==> src/rtl/room_sequencer.sv <==
// Purpose: steps the current maze cell on an exit request, reloads the tile code and issues a respawn point.
// Latency: cell steps on the frame edge; tile_code/tile_valid/respawn_valid follow 2 cycles later.
// Backpressure: none; exit_req is a level, sampled only in IDLE, and out-of-grid requests pulse blocked.
module room_sequencer #(
    parameter logic [2:0] START_X  = 3'd0,
    parameter logic [2:0] START_Y  = 3'd0,
    parameter logic [2:0] GOAL_X   = 3'd7,
    parameter logic [2:0] GOAL_Y   = 3'd7,
    parameter logic [9:0] X_LEFT   = 10'd200,
    parameter logic [9:0] X_RIGHT  = 10'd620,
    parameter logic [9:0] Y_TOP    = 10'd106,
    parameter logic [9:0] Y_BOTTOM = 10'd358,
    parameter logic [9:0] START_PX = 10'd410,
    parameter logic [9:0] START_PY = 10'd240
) (
    input  logic       CLOCK_25,
    input  logic       reset_n,
    input  logic       frame_start,
    input  logic [3:0] exit_req,
    input  logic [9:0] player_x,
    input  logic [9:0] player_y,
    output logic [5:0] rom_addr,
    input  logic [3:0] rom_data,
    output logic [2:0] cell_x,
    output logic [2:0] cell_y,
    output logic [3:0] tile_code,
    output logic       tile_valid,
    output logic       respawn_valid,
    output logic [9:0] respawn_x,
    output logic [9:0] respawn_y,
    output logic       blocked,
    output logic       goal_reached
);

    typedef enum logic [2:0] {FETCH, LOAD, IDLE, WAIT_FRAME, DONE} state_t;
    typedef enum logic [1:0] {DIR_UP, DIR_RIGHT, DIR_DOWN, DIR_LEFT} dir_t;

    state_t     state, state_nxt;
    dir_t       dir, dir_nxt;
    dir_t       req_dir;
    logic       req_any, req_ok;
    logic [9:0] lat_x, lat_x_nxt, lat_y, lat_y_nxt;
    logic [2:0] cell_x_nxt, cell_y_nxt;
    logic [3:0] tile_code_nxt;
    logic       tile_valid_nxt, respawn_valid_nxt, blocked_nxt, goal_reached_nxt;
    logic [9:0] respawn_x_nxt, respawn_y_nxt;

    // The ROM is addressed straight from the cell registers; FETCH gives it one edge to capture.
    assign rom_addr = {cell_y, cell_x};

    // Pick the highest-priority requested direction and check that its target stays inside the grid.
    always_comb begin
        req_any = |exit_req;
        req_dir = DIR_LEFT;
        req_ok  = 1'b0;
        if (exit_req[3]) begin
            req_dir = DIR_UP;
            req_ok  = (cell_y != 3'd0);
        end else if (exit_req[2]) begin
            req_dir = DIR_RIGHT;
            req_ok  = (cell_x != 3'd7);
        end else if (exit_req[1]) begin
            req_dir = DIR_DOWN;
            req_ok  = (cell_y != 3'd7);
        end else if (exit_req[0]) begin
            req_dir = DIR_LEFT;
            req_ok  = (cell_x != 3'd0);
        end
    end

    // Next-state and next-output logic; pulses default low, everything else holds.
    always_comb begin
        state_nxt         = state;
        dir_nxt           = dir;
        lat_x_nxt         = lat_x;
        lat_y_nxt         = lat_y;
        cell_x_nxt        = cell_x;
        cell_y_nxt        = cell_y;
        tile_code_nxt     = tile_code;
        tile_valid_nxt    = tile_valid;
        respawn_valid_nxt = 1'b0;
        respawn_x_nxt     = respawn_x;
        respawn_y_nxt     = respawn_y;
        blocked_nxt       = 1'b0;
        goal_reached_nxt  = goal_reached;
        case (state)
            FETCH: state_nxt = LOAD;
            LOAD: begin
                tile_code_nxt     = rom_data;
                tile_valid_nxt    = 1'b1;
                respawn_valid_nxt = 1'b1;
                if (cell_x == GOAL_X && cell_y == GOAL_Y) begin
                    goal_reached_nxt = 1'b1;
                    state_nxt        = DONE;
                end else begin
                    state_nxt = IDLE;
                end
            end
            IDLE: begin
                if (req_any) begin
                    if (req_ok) begin
                        dir_nxt        = req_dir;
                        lat_x_nxt      = player_x;
                        lat_y_nxt      = player_y;
                        tile_valid_nxt = 1'b0;
                        state_nxt      = WAIT_FRAME;
                    end else begin
                        blocked_nxt = 1'b1;
                    end
                end
            end
            WAIT_FRAME: begin
                if (frame_start) begin
                    state_nxt = FETCH;
                    case (dir)
                        DIR_UP: begin
                            cell_y_nxt    = cell_y - 3'd1;
                            respawn_x_nxt = lat_x;
                            respawn_y_nxt = Y_BOTTOM;
                        end
                        DIR_DOWN: begin
                            cell_y_nxt    = cell_y + 3'd1;
                            respawn_x_nxt = lat_x;
                            respawn_y_nxt = Y_TOP;
                        end
                        DIR_RIGHT: begin
                            cell_x_nxt    = cell_x + 3'd1;
                            respawn_x_nxt = X_LEFT;
                            respawn_y_nxt = lat_y;
                        end
                        default: begin
                            cell_x_nxt    = cell_x - 3'd1;
                            respawn_x_nxt = X_RIGHT;
                            respawn_y_nxt = lat_y;
                        end
                    endcase
                end
            end
            DONE: goal_reached_nxt = 1'b1;
            default: state_nxt = FETCH;
        endcase
    end

    // State and output registers; reset restarts at the start cell with a fresh fetch.
    always_ff @(posedge CLOCK_25 or negedge reset_n) begin
        if (!reset_n) begin
            state         <= FETCH;
            dir           <= DIR_UP;
            lat_x         <= '0;
            lat_y         <= '0;
            cell_x        <= START_X;
            cell_y        <= START_Y;
            tile_code     <= '0;
            tile_valid    <= 1'b0;
            respawn_valid <= 1'b0;
            respawn_x     <= START_PX;
            respawn_y     <= START_PY;
            blocked       <= 1'b0;
            goal_reached  <= 1'b0;
        end else begin
            state         <= state_nxt;
            dir           <= dir_nxt;
            lat_x         <= lat_x_nxt;
            lat_y         <= lat_y_nxt;
            cell_x        <= cell_x_nxt;
            cell_y        <= cell_y_nxt;
            tile_code     <= tile_code_nxt;
            tile_valid    <= tile_valid_nxt;
            respawn_valid <= respawn_valid_nxt;
            respawn_x     <= respawn_x_nxt;
            respawn_y     <= respawn_y_nxt;
            blocked       <= blocked_nxt;
            goal_reached  <= goal_reached_nxt;
        end
    end

endmodule

==> config.mk <==
export PLATFORM = sky130hd
export DESIGN_NAME = room_sequencer
export DESIGN_NICKNAME = d
export VERILOG_FILES = /design/src/rtl/room_sequencer.sv
export SDC_FILE = /design/constraint.sdc
export NUM_CORES = 1
export LEC_CHECK = 0
export CORE_MARGIN = 4
export CORE_UTILIZATION = 30
export CTS_CLUSTER_DIAMETER = 120
export DETAILED_ROUTE_END_ITERATION = 6
export HOLD_SLACK_MARGIN = 0.15
export PLACE_DENSITY_LB_ADDON = 0.1
export SYNTH_ARGS = -nofsm -noshare
export SYNTH_HDL_FRONTEND = slang
export SYNTH_SLANG_ARGS = --single-unit
==> constraint.sdc <==
create_clock -name CLOCK_25 -period 1.5 [get_ports CLOCK_25]
set_input_delay 0.225 -clock CLOCK_25 [delete_from_list [all_inputs] [get_ports CLOCK_25]]
set_output_delay 0.225 -clock CLOCK_25 [all_outputs]
set_load 0.02 [all_outputs]
==> flow_metrics.py <==
metrics = {
    "outcome": {
        "status": "finished with violations",
        "violations": "negative setup slack",
    },
    "worst_setup_path": {
        "required_ns": 1.73,
        "worstPathArrival_ns": 1.85,
        "reg2reg_depth": 7,
        "startpoint_type": "register",
        "r2r_end": "lat_x[9]",
        "critPathMaxStageDelay_ns": 0.43,
        "reg2reg_slack_ns": -0.13,
        "r2r-start": "state[1]",
        "end_kind": "register",
        "critPathKind": "register to register",
        "crit_chain": "buf_6 > nor3b_4 > buf_4 > clkbuf_16 > and3_4 > a211oi_2 > o211ai_1",
        "crit_path_max_fanout": 10,
        "crit_buf_inv": 3,
        "slowest_stage": "dfrtp_2",
        "critPathTopFamily": "buffers and inverters",
    },
    "layout": {
        "fin_area_mm2": 0.00516,
        "multi_input_area_mm2": 0.00189,
        "fill_cells": 1055,
        "fin_nets": 487,
        "insertedDiodeCount": 0,
        "drive_gt1_share_pct": 41.2,
        "final_cell_mix": "43 x nand3_1, 41 x dfrtp_1, 37 x buf_4, 34 x dlygate4sd2_1, 29 x clkdlybuf4s50_1",
        "finalNonFillerCells": 599,
        "synthToLayoutAreaGrowth_pct": 55.6,
        "final_common_cell": "nand3_1",
        "area.sequential_mm2": 0.00150,
    },
    "logic_synthesis": {
        "synth_edf_count": 0,
        "synth_flop_cell": "dfrtp_1",
        "synth_compound_area_share_pct": 18.2,
        "yosysWarnings": 0,
        "synth_area_mm2": 0.00331,
        "synth_top_family_by_area": "simple AND/OR/NAND/NOR gates",
        "synthSimpleGateAreaFrac_pct": 25.0,
        "synthesis.nets": 371,
        "syn_inst": 338,
        "synthDistinctLibCells": 42,
        "ys_seq_area_share_pct": 44.9,
        "synthAdderAreaFrac_pct": 1.21,
        "muxShareOfSynthArea_pct": 3.25,
        "synth_xor_area_share_pct": 1.59,
        "synth-seq-cells": 59,
        "synth_area_per_cell_um2": 9.80,
        "ys_async_sr_fraction_pct": 100,
    },
    "timing": {
        "setup_ws_ns": -0.127,
        "worstMarginPinSlew_ns": 0.360,
        "finalHoldViolCount": 0,
        "fin_crit_ns": 1.63,
        "fmax_mhz": 615,
        "finalCritPeriodShare_pct": 108,
        "slew-limit-headroom_pct": 75.8,
        "skew_ns": 0.00661,
        "rsz0062_at_grt": "yes",
        "setup_viol": 23,
        "slew_violations": 0,
    },
    "clock_tree": {
        "clock_sinks": 59,
        "clock_latency_ns": 0.35,
        "cts_buffers": 9,
        "cts_max_path_buffers": 2,
        "cts_root_buffer": "clkbuf_8",
        "cts_tree": "built",
        "clk_pin_slew_ns": 0.08,
        "htree_levels": 3,
    },
    "power": {
        "p_comb_share_pct": 58.6,
        "power_frac_seq_pct": 27.0,
        "vdd_ir_drop_max_uv": 888,
        "sw_frac_of_total_pct": 40.2,
        "pwr-share-clk_pct": 14.4,
        "p_switching_mw": 4.62,
        "cellLeakagePower_nw": 2.15,
        "p_per_area_mw_per_mm2": 2230,
        "p_int_mw": 6.87,
        "power_mw": 11.5,
    },
    "global_routing": {
        "grt_max_degree": 60,
        "grt_pass1_vias": 2969,
        "grt_pass1_wl_um": 15700,
        "antenna_found_initial": 0,
        "gr-total-overflow": 0,
        "grtUsageTotal_pct": 15.4,
    },
    "detailed_routing": {
        "drc": 0,
        "drt-total-wl_um": 10500,
        "first_pass_iters": 4,
        "drtIter0Drc": 171,
        "ant_nets": 0,
        "drt-vias-per-instance": 4.99,
        "wl_per_cell_um": 17.5,
        "vias": 2992,
    },
    "die": {
        "die_w_um": 113,
        "die_h_um": 113,
        "core-area_mm2": 0.0108,
        "io_pins": 71,
        "rows": 38,
        "start_util_pct": 30.6,
        "dieArea_mm2": 0.0128,
    },
    "placed_design": {
        "place_area_mm2": 0.00442,
        "io_buffers": 70,
        "place_inst": 557,
        "dpl.hpwl_um": 6090,
        "gp_congestion": 0.732,
    },
    "flow_run": {
        "maxCapViolCount": 0,
    },
    "worst_hold_path": {
        "hold_path_class": "input port to async pin",
    },
}
per-layer routing:
layer	share of wire (%)	GRT usage, %	vias to the layer above
li1	-	-	1456
met4	1.8	5.85	0
met5	0	0	-
met3	4.7	2.73	15
met1	47	21.9	1453
met2	46	23.3	68
worst register-to-register path: cells and delay by family (launching register included):
| kind | cells | cell delay [ns] |
|---|---|---|
| flip-flops | 1 | 0.43 |
| AND/OR/NAND/NOR | 2 | 0.32 |
| AO/OA/AOI/OAI | 2 | 0.29 |
| buffers and inverters | 3 | 0.47 |
cell usage after synthesis (2+ instances only):
cell type	instances	share of area (%)
inv_1	3	0.34
nor4_1	2	0.38
and3_1	22	4.2
xnor2_1	4	1.1
nor2_1	7	0.79
and2_4	15	4.0
nand2_1	27	3.1
mux2_2	6	2.0
o21ai_1	2	0.30
clkbuf_1	16	1.8
buf_4	8	1.8
and2_1	5	0.94
mux2i_1	4	1.2
dfstp_2	9	7.1
nand4b_1	3	0.79
fa_1	2	1.2
xor2_1	2	0.53
dfrtp_1	50	38
nor3_1	2	0.30
a21oi_1	9	1.4
nand3_1	44	6.6
a211oi_1	5	1.1
o211ai_1	20	4.5
nor2b_1	4	0.76
buf_2	8	1.2
nand2b_1	10	1.9
o21ai_0	19	2.9
a211oi_2	15	5.7
buf_6	2	0.68
metrics by stage:
stage | setup slack [ns] | TNS (ns) | hold WS (ns) | util (%)
floorplan | -0.0512 | -0.769 | -0.0706 | -
global placement | -0.276 | -7.87 | 0.265 | 40.8
detailed placement | -0.294 | -8.98 | 0.263 | 40.8
CTS | -0.156 | -1.60 | 0.419 | 44.0
global route | -0.181 | -3.16 | 0.460 | 47.6
finish | -0.127 | -1.34 | 0.403 | 47.6
power by group through the flow:
stage | registers (mW) | clock network [mW] | logic, mW
2_1_floorplan | 3.58 | 0 | 3.06
3_3_place_gp | 3.07 | 0 | 5.73
3_5_place_dp | 3.10 | 0 | 5.81
4_1_cts | 3.06 | 1.68 | 5.72
5_1_grt | 3.22 | 1.74 | 7.28
6_report | 3.10 | 1.65 | 6.73
state kept, by name, summed over array words and instances (netlist names):
name / flops
lat_x: 10
respawn_y: 10
cell_y: 3
dir: 2
tile_valid: 1
cell_x: 3
respawn_valid: 1
lat_y: 10
tile_code: 4
state: 3
respawn_x: 10
blocked: 1
goal_reached: 1
layout make-up:
type | instances | share of cell area, %
clock inverters | 7 | 1.80
repair buffers | 137 | 26.4
inverters | 3 | 0.267
well taps | 140 | 3.40
flip-flops and latches | 59 | 29.1
clock buffers | 9 | 2.40
multi-input cells | 244 | 36.6
repair_timing:
| item | 4_1_cts | 5_1_grt |
|---|---|---|
| cloned | 1 | 6 |
| endpoints found under the hold margin | 50 | 0 |
| gates resized for setup | 75 | 52 |
| pin swaps | 19 | 35 |
| setup buffers | 3 | 15 |
| hold buffers | 1 | 0 |
| setup endpoints to repair | 70 | 44 |
logic make-up after synthesis:
group | Yosys count
compound gates | 78
mux | 10
flops | 59
fa+ha+maj | 2
simple gates | 146
xor+xnor | 6
buf+inv | 37
worst max path at each step:
stage | to | slack [ns] | start | cells past startpoint
6_report | lat_x[9] | -0.13 | state[1] | 7
4_1_cts | lat_y[3] | -0.16 | state[2] | 4
5_1_grt | lat_x[2] | -0.18 | state[0] | 7
3_5_place_dp | lat_y[3] | -0.29 | exit_req[3] | 6
2_1_floorplan | lat_x[2] | -0.05 | cell_y[1] | 5
3_3_place_gp | dir[1] | -0.28 | exit_req[2] | 7
Note: power is estimated with default switching activity, not from simulation.
